<file path="src/rtl/nibble_serial_adder_pkg.sv">
// nibble_serial_adder_pkg: FSM state encodings and nibble width shared by the serial adder files
package nibble_serial_adder_pkg;
  localparam int NIBBLE_W = 4;
  typedef enum logic [1:0] {IDLE, RUN, DONE} state_t;
endpackage

</file>
<file path="src/rtl/nibble_serial_adder_adder.sv">
// Adder_4bit: 4-bit ripple-carry adder; ports a, b (4b addends), ci (carry in), s (4b sum), co (carry out)
module Adder_4bit
  import nibble_serial_adder_pkg::*;
(
  input  logic [NIBBLE_W-1:0] a,
  input  logic [NIBBLE_W-1:0] b,
  input  logic                ci,
  output logic [NIBBLE_W-1:0] s,
  output logic                co
);
  logic [NIBBLE_W:0] c;
  assign c[0] = ci;
  for (genvar i = 0; i < NIBBLE_W; i++) begin : g_fa
    assign s[i]   = a[i] ^ b[i] ^ c[i];
    assign c[i+1] = (a[i] & b[i]) | (c[i] & (a[i] ^ b[i]));
  end
  assign co = c[NIBBLE_W];
endmodule

</file>
<file path="src/rtl/nibble_serial_adder.sv">
// nibble_serial_adder: WIDTH-bit add (optionally subtract with SERIAL_SUB_EN) computed one nibble per cycle
// Ports: clk, rst_n (async active-low); in_valid/in_ready with a, b, cin (and sub when SERIAL_SUB_EN);
// out_valid/out_ready with registered result, cout, overflow.
module nibble_serial_adder
  import nibble_serial_adder_pkg::*;
#(
  parameter int WIDTH = 16
) (
  input  logic             clk,
  input  logic             rst_n,
  input  logic             in_valid,
  output logic             in_ready,
  input  logic [WIDTH-1:0] a,
  input  logic [WIDTH-1:0] b,
  input  logic             cin,
`ifdef SERIAL_SUB_EN
  input  logic             sub,
`endif
  output logic             out_valid,
  input  logic             out_ready,
  output logic [WIDTH-1:0] result,
  output logic             cout,
  output logic             overflow
);
  localparam int NIBBLES = WIDTH / NIBBLE_W;
  localparam int IDX_W   = $clog2(NIBBLES);
  state_t             state, state_nx;
  logic [IDX_W-1:0]   idx;
  logic               carry;
  logic [WIDTH-1:0]   a_q, b_q, acc, b_op;
  logic               a_msb, b_msb, c0;
  logic [NIBBLE_W-1:0] sum;
  logic               co, last, accept;
`ifdef SERIAL_SUB_EN
  assign b_op = sub ? ~b : b;
  assign c0   = sub | cin;
`else
  assign b_op = b;
  assign c0   = cin;
`endif
  assign accept    = (state == IDLE) && in_valid;
  assign last      = idx == IDX_W'(NIBBLES - 1);
  assign in_ready  = state == IDLE;
  assign out_valid = state == DONE;
  // Operands shift right each pass so the adder always sees the current nibble in the low bits
  Adder_4bit u_add (
    .a  (a_q[NIBBLE_W-1:0]),
    .b  (b_q[NIBBLE_W-1:0]),
    .ci (carry),
    .s  (sum),
    .co (co)
  );
  always_ff @(posedge clk or negedge rst_n)
    if (!rst_n) state <= IDLE;
    else        state <= state_nx;
  always_comb begin
    state_nx = state;
    case (state)
      IDLE:    state_nx = in_valid ? RUN : IDLE;
      RUN:     state_nx = last ? DONE : RUN;
      DONE:    state_nx = out_ready ? IDLE : DONE;
      default: state_nx = IDLE;
    endcase
  end
  // Sums collect in acc so the previous result stays visible until the final pass
  always_ff @(posedge clk or negedge rst_n)
    if (!rst_n) begin
      idx      <= '0;
      carry    <= 1'b0;
      a_q      <= '0;
      b_q      <= '0;
      acc      <= '0;
      a_msb    <= 1'b0;
      b_msb    <= 1'b0;
      result   <= '0;
      cout     <= 1'b0;
      overflow <= 1'b0;
    end else if (accept) begin
      idx   <= '0;
      carry <= c0;
      a_q   <= a;
      b_q   <= b_op;
      a_msb <= a[WIDTH-1];
      b_msb <= b_op[WIDTH-1];
    end else if (state == RUN) begin
      idx   <= idx + 1'b1;
      carry <= co;
      a_q   <= {{NIBBLE_W{1'b0}}, a_q[WIDTH-1:NIBBLE_W]};
      b_q   <= {{NIBBLE_W{1'b0}}, b_q[WIDTH-1:NIBBLE_W]};
      acc   <= {sum, acc[WIDTH-1:NIBBLE_W]};
      if (last) begin
        result   <= {sum, acc[WIDTH-1:NIBBLE_W]};
        cout     <= co;
        overflow <= (a_msb == b_msb) && (sum[NIBBLE_W-1] != a_msb);
      end
    end
endmodule

</file>
<file path="config.mk">
export PLATFORM = sky130hd
export DESIGN_NAME = nibble_serial_adder
export DESIGN_NICKNAME = d
export VERILOG_FILES = /design/src/rtl/nibble_serial_adder_pkg.sv /design/src/rtl/nibble_serial_adder_adder.sv /design/src/rtl/nibble_serial_adder.sv
export SDC_FILE = /design/constraint.sdc
export NUM_CORES = 1
export LEC_CHECK = 0
export ABC_AREA = 1
export BUFFER_PORTS_ARGS = -buffer_cell sky130_fd_sc_hd__buf_2
export CORE_MARGIN = 1
export CORE_UTILIZATION = 30
export DETAILED_ROUTE_END_ITERATION = 10
export GPL_TIMING_DRIVEN = 1
export PLACE_DENSITY = 0.55
export SLEW_MARGIN = 20
export SYNTH_ARGS = -nofsm -noshare
export SYNTH_HDL_FRONTEND = slang
export SYNTH_SLANG_ARGS = --single-unit
</file>
<file path="constraint.sdc">
create_clock -name clk -period 3.66 [get_ports clk]
set_input_delay 0.183 -clock clk [delete_from_list [all_inputs] [get_ports clk]]
set_output_delay 0.183 -clock clk [all_outputs]
set_load 0.05 [all_outputs]
</file>
# Yosys cells after proc, flatten, opt, wreduce, memory -nomap -nowiden
# Cells that the tools add are included.
# totals
register_bits,73
wordCells,56
# classes
reduce_logical,6
n_addsub,1
bitwise_logic,21
eq_ne,5
n_mux,12
# ops
cell,count
$mux W16,4
$and A1 B1 Y1,8
$mux W2,4
$xor A1 B1 Y1,8
$pmux W2 S3,1
$eq A2 B2 Y1 const B,2
$or A1 B1 Y1,4
$mux W1,3
$reduce_and A3 Y1,1
$add A2 B1 Y2 const B,1
$eq A2 B1 Y1 const B,1
$logic_and A1 B1 Y1,2
$logic_not A2 Y1,1
$reduce_and A2 Y1,1
$reduce_bool A2 Y1,1
$eq A1 B1 Y1,1
$ne A1 B1 Y1,1
$not A1 Y1,1

# Logic depth before layout (Yosys ltp)
# logic_depth
word_depth,11
depth_mapped,12
depth_no_buf,12

# Hierarchy
# A second synthesis with hierarchy kept.
# unflattened
cells_unflattened,381
area_unflattened_um2,3143.0
# by_module_without_submodules
mod,seq_area_each_um2,n_inst,area_per_inst_um2,cells_per_inst
nibble_serial_adder,1726.7,1,3025.4,367
Adder_4bit,0.0,1,117.6,14

# Worst setup path after synthesis
# No wires, ideal clock.
# synth_timing
kind,register -> register
startpoint,register carry
endpoint,register overflow
synth_period_minus_slack_ns,2.211
slack_ns,1.449
setup_time_ns,0.118
arrival_time_ns,2.093
path_stages_with_launch,12
path_cell_list,dfrtp_1 fa_1 inv_1 fa_1 inv_1 fa_1 inv_1 fa_1 nand3_1 nand2_1 nand2_1 nand2_1
# synth_via
elab_chain_len,9
# synth_rtl
item,line,text
"start, declared",nibble_serial_adder.sv:29,logic carry;
"start signal, assigned",nibble_serial_adder.sv:87,carry <= co;
$and A1 B1 Y1,nibble_serial_adder_adder.sv:15,assign c[i+1] = (a[i] & b[i]) | (c[i] & (a[i] ^ b[i]));
$or A1 B1 Y1,nibble_serial_adder_adder.sv:15,
$and A1 B1 Y1,nibble_serial_adder_adder.sv:15,
$or A1 B1 Y1,nibble_serial_adder_adder.sv:15,
$and A1 B1 Y1,nibble_serial_adder_adder.sv:15,
$or A1 B1 Y1,nibble_serial_adder_adder.sv:15,
$xor A1 B1 Y1,nibble_serial_adder_adder.sv:14,assign s[i] = a[i] ^ b[i] ^ c[i];
$ne A1 B1 Y1,nibble_serial_adder.sv:94,overflow <= (a_msb == b_msb) && (sum[NIBBLE_W-1] != a_msb);
$logic_and A1 B1 Y1,nibble_serial_adder.sv:94,
"end signal, assigned",nibble_serial_adder.sv:94,
"end, declared",nibble_serial_adder.sv:23,output logic overflow
# Every way passes these cells.
# A chain may end at the register's enable or synchronous reset.

# Final worst setup path
# Ends and elaborated chain as after synthesis.

==> metrics <==
Slew @ Worst Pin=around 0.89 ns; CTS H-tree lvls=3; HP Class=in -> reg; Final min period=approximately 2.3 ns; die span in x=roughly 110 um; WP buf/inv=4; total power draw=roughly 3.7 mW; Syn. warnings=0; Post-Synth Adder-Cell Area=slightly below 3%; placer congestion estimate=roughly 0.77; Leakage=approximately 2.1 nW; Post-Synth XOR/XNOR Area=0%; die area=between 10000 and 15000 um^2; mux share of post-synthesis cell area=0%; global route overflow=0; Worst-path clk slew=0.08 ns; crit start category=flip-flop; postcts setup bufs=0; Fmax=~0.43 GHz; non-filler instance count after layout=just under 600; Setup CP Type=reg -> reg; Max Slew Vio Count=0; Max Cap Viol=0; Hold Violations, Final=0; largest net degree at the start of global routing=36; outcome=complete, no violations; clock buffer count from CTS=9; vias in the first global route=2745; DRT Pass-1 Iters=4; WL/cell=roughly 12 um; RSZ-0062 raised after global routing=no; num ports=57; Final nets=between 400 and 500; PD cells=960 nW/um^2; final core utilization=36.8%; post-DP HPWL=~4700 um; Peak VDD IR=roughly 0.33 mV; synthesized area per cell=between 8 and 9 um^2; P&R area growth vs syn=18.9%; layout cell share with drive strength beyond 1=18.3%; largest cells by area after synthesis=dfrtp_1, nand2_1, nand3_1, inv_1, fa_1; maximum fanout along the worst path=3; initial DRC count=98; Simple-Gate Fraction of Synth Area=31.4%; diode count=0; register area share after synthesis=approximately 54%; cell total after placement=560; DR vias/cell=4.48; initial antenna violation count=0; Die Y-Extent=between 100 and 150 um; Compound-Gate Fraction of Synth Area=around 3.2%; Routed Antenna Nets=0; Top delay family on crit path=adder cells; detailed-route wire length=6990 um; CTS Root Cell=clkbuf_8; Setup crit end kind=flip-flop; top cell type's share of synthesized area=between 50% and 60%; initial core utilization=between 30% and 40%; Final Setup Violations=0; post-synth top area cell=dfrtp_1; synthesized instance count=386; Clock Skews=roughly 0.011 ns; Final Cycle Share=between 60% and 70%; crit-path cells=fa_1 > inv_1 > fa_1 > inv_1 > fa_1 > inv_1 > fa_1 > inv_1 > nand2_1 > nand2_1 > nand2_1 > nand2_1; FP Rows=37; max_slew headroom=40.6%; Post-Syn Nets=between 400 and 500; Crit-path slowest cell=fa_1; Netlist Area Pre-Place=3200 um^2; Critical Path AT=about 2.6 ns; first-pass GRT wire length=between 10000 and 15000 um; Final TNS setup=0 ns; Slowest Stage Delay on Critical Path=0.45 ns; clk_lat worst skew=between 0.3 and 0.4 ns; CTS sink count=just under 70; Core Region=around 10000 um^2; largest family of logic cells by synthesized area=simple AND/OR/NAND/NOR gates; flops & latches, synth=a little under 70; GRT Total Usage=14.3%; drt drc=0; Synth cell types=19; CTS tree=done; total number of vias=between 2000 and 3000; IO buf count=56; clock buffer depth=2; Worst Path Required=~4 ns
==> through the flow <==
step | hold slack [ns] | setup slack (ns) | cell area [um^2]
floorplan | -0.113 | 1.45 | 3200
global placement | 0.237 | 1.36 | 3530
detailed placement | 0.244 | 1.33 | 3530
CTS | 0.0464 | 1.31 | 3800
global route | 0.0679 | 1.16 | 3800
finish | 0.0535 | 1.33 | 3800
==> where the power goes <==
part,switching (mW),internal [mW],total (mW)
combinational,1.08,0.437,1.52
clock,0.321,0.464,0.785
sequential,0.238,1.11,1.35
==> logic make-up (layout without fill, tap and decap cells) <==
family,count (synthesis),count (layout)
and+or+nand+nor,238,238
DFF,69,69
adders and majority gates,5,5
buffers and inverters,56,112
AOI/OAI and AO/OA,18,18
==> state kept, by name (all words and copies together) (netlist names) <==
name and cells:
a_q 16, b_q 16, result 16, acc 12, idx 2, state 2
a_msb 1, b_msb 1, carry 1, cout 1, overflow 1
==> area by class of cell <==
| cell class | instances | area (um^2) |
|---|---|---|
| inverter | 35 | 131 |
| fill | 1095 | 6520 |
| tap | 136 | 170 |
| clock buffer | 9 | 124 |
| timing repair buffer | 61 | 323 |
| sequential | 69 | 1730 |
| multi-input combinational | 261 | 1200 |
| clock inverter | 7 | 128 |
==> tightest hold or removal path, delay by kind of cell <==
family / cells / cell delay (ns)
buffers and inverters: 1 / 0.08
and+or+nand+nor: 2 / 0.12
==> Yosys cell counts <==
cell type,count
buf_6,5
nand2_1,175
nor2_1,2
nand2_4,2
fa_1,4
clkbuf_1,3
o31ai_1,1
dfrtp_1,69
nor2_4,1
inv_1,34
buf_2,9
nor2_8,1
o21ai_4,1
inv_2,1
buf_4,3
ha_1,1
buf_1,1
nand3_1,57
o21ai_0,16
==> final timing paths <==
check	start	end	slack [ns]	depth (start not counted)
max	carry$_DFFE_PN0P_	overflow$_DFFE_PN0P_	1.33	12
min	b[12]	b_q[12]$_DFFE_PN0P_	0.05	3
max reg2reg	carry$_DFFE_PN0P_	overflow$_DFFE_PN0P_	1.33	12
min reg2reg	result[3]$_DFFE_PN0P_	result[3]$_DFFE_PN0P_	0.47	2
max in group asynchronous	rst_n	b_q[1]$_DFFE_PN0P_	2.54	3
min in group asynchronous	rst_n	result[7]$_DFFE_PN0P_	0.38	2
==> timing repair <==
action	4_1_cts	5_1_grt
endpoints found under the hold margin	28	0
gates resized for setup	0	0
hold buffers	2	0
==> layout by cell type, fill, tap and decap left out <==
cell type / n
o21ai_0: 16
inv_8: 1
dfrtp_1: 69
fa_1: 4
inv_1: 34
bufinv_16: 3
inv_2: 1
inv_6: 3
nand2_1: 175
o31ai_1: 1
buf_4: 3
o21ai_4: 1
buf_2: 56
nor2_1: 2
nor2_4: 1
nand3_1: 57
dlygate4sd3_1: 2
nor2_8: 1
clkbuf_8: 9
ha_1: 1
nand2_4: 2
==> per-layer routing <==
metal	part of all wire (%)	wire length, um	track usage, %	up-vias
met2	47	3300	24.2	62
met3	4.2	295	4.51	13
met1	47	3280	17.5	1223
met5	0	0	0	-
met4	1.6	113	4.23	0
li1	-	-	-	1292
(Power assumes the default switching activity.)
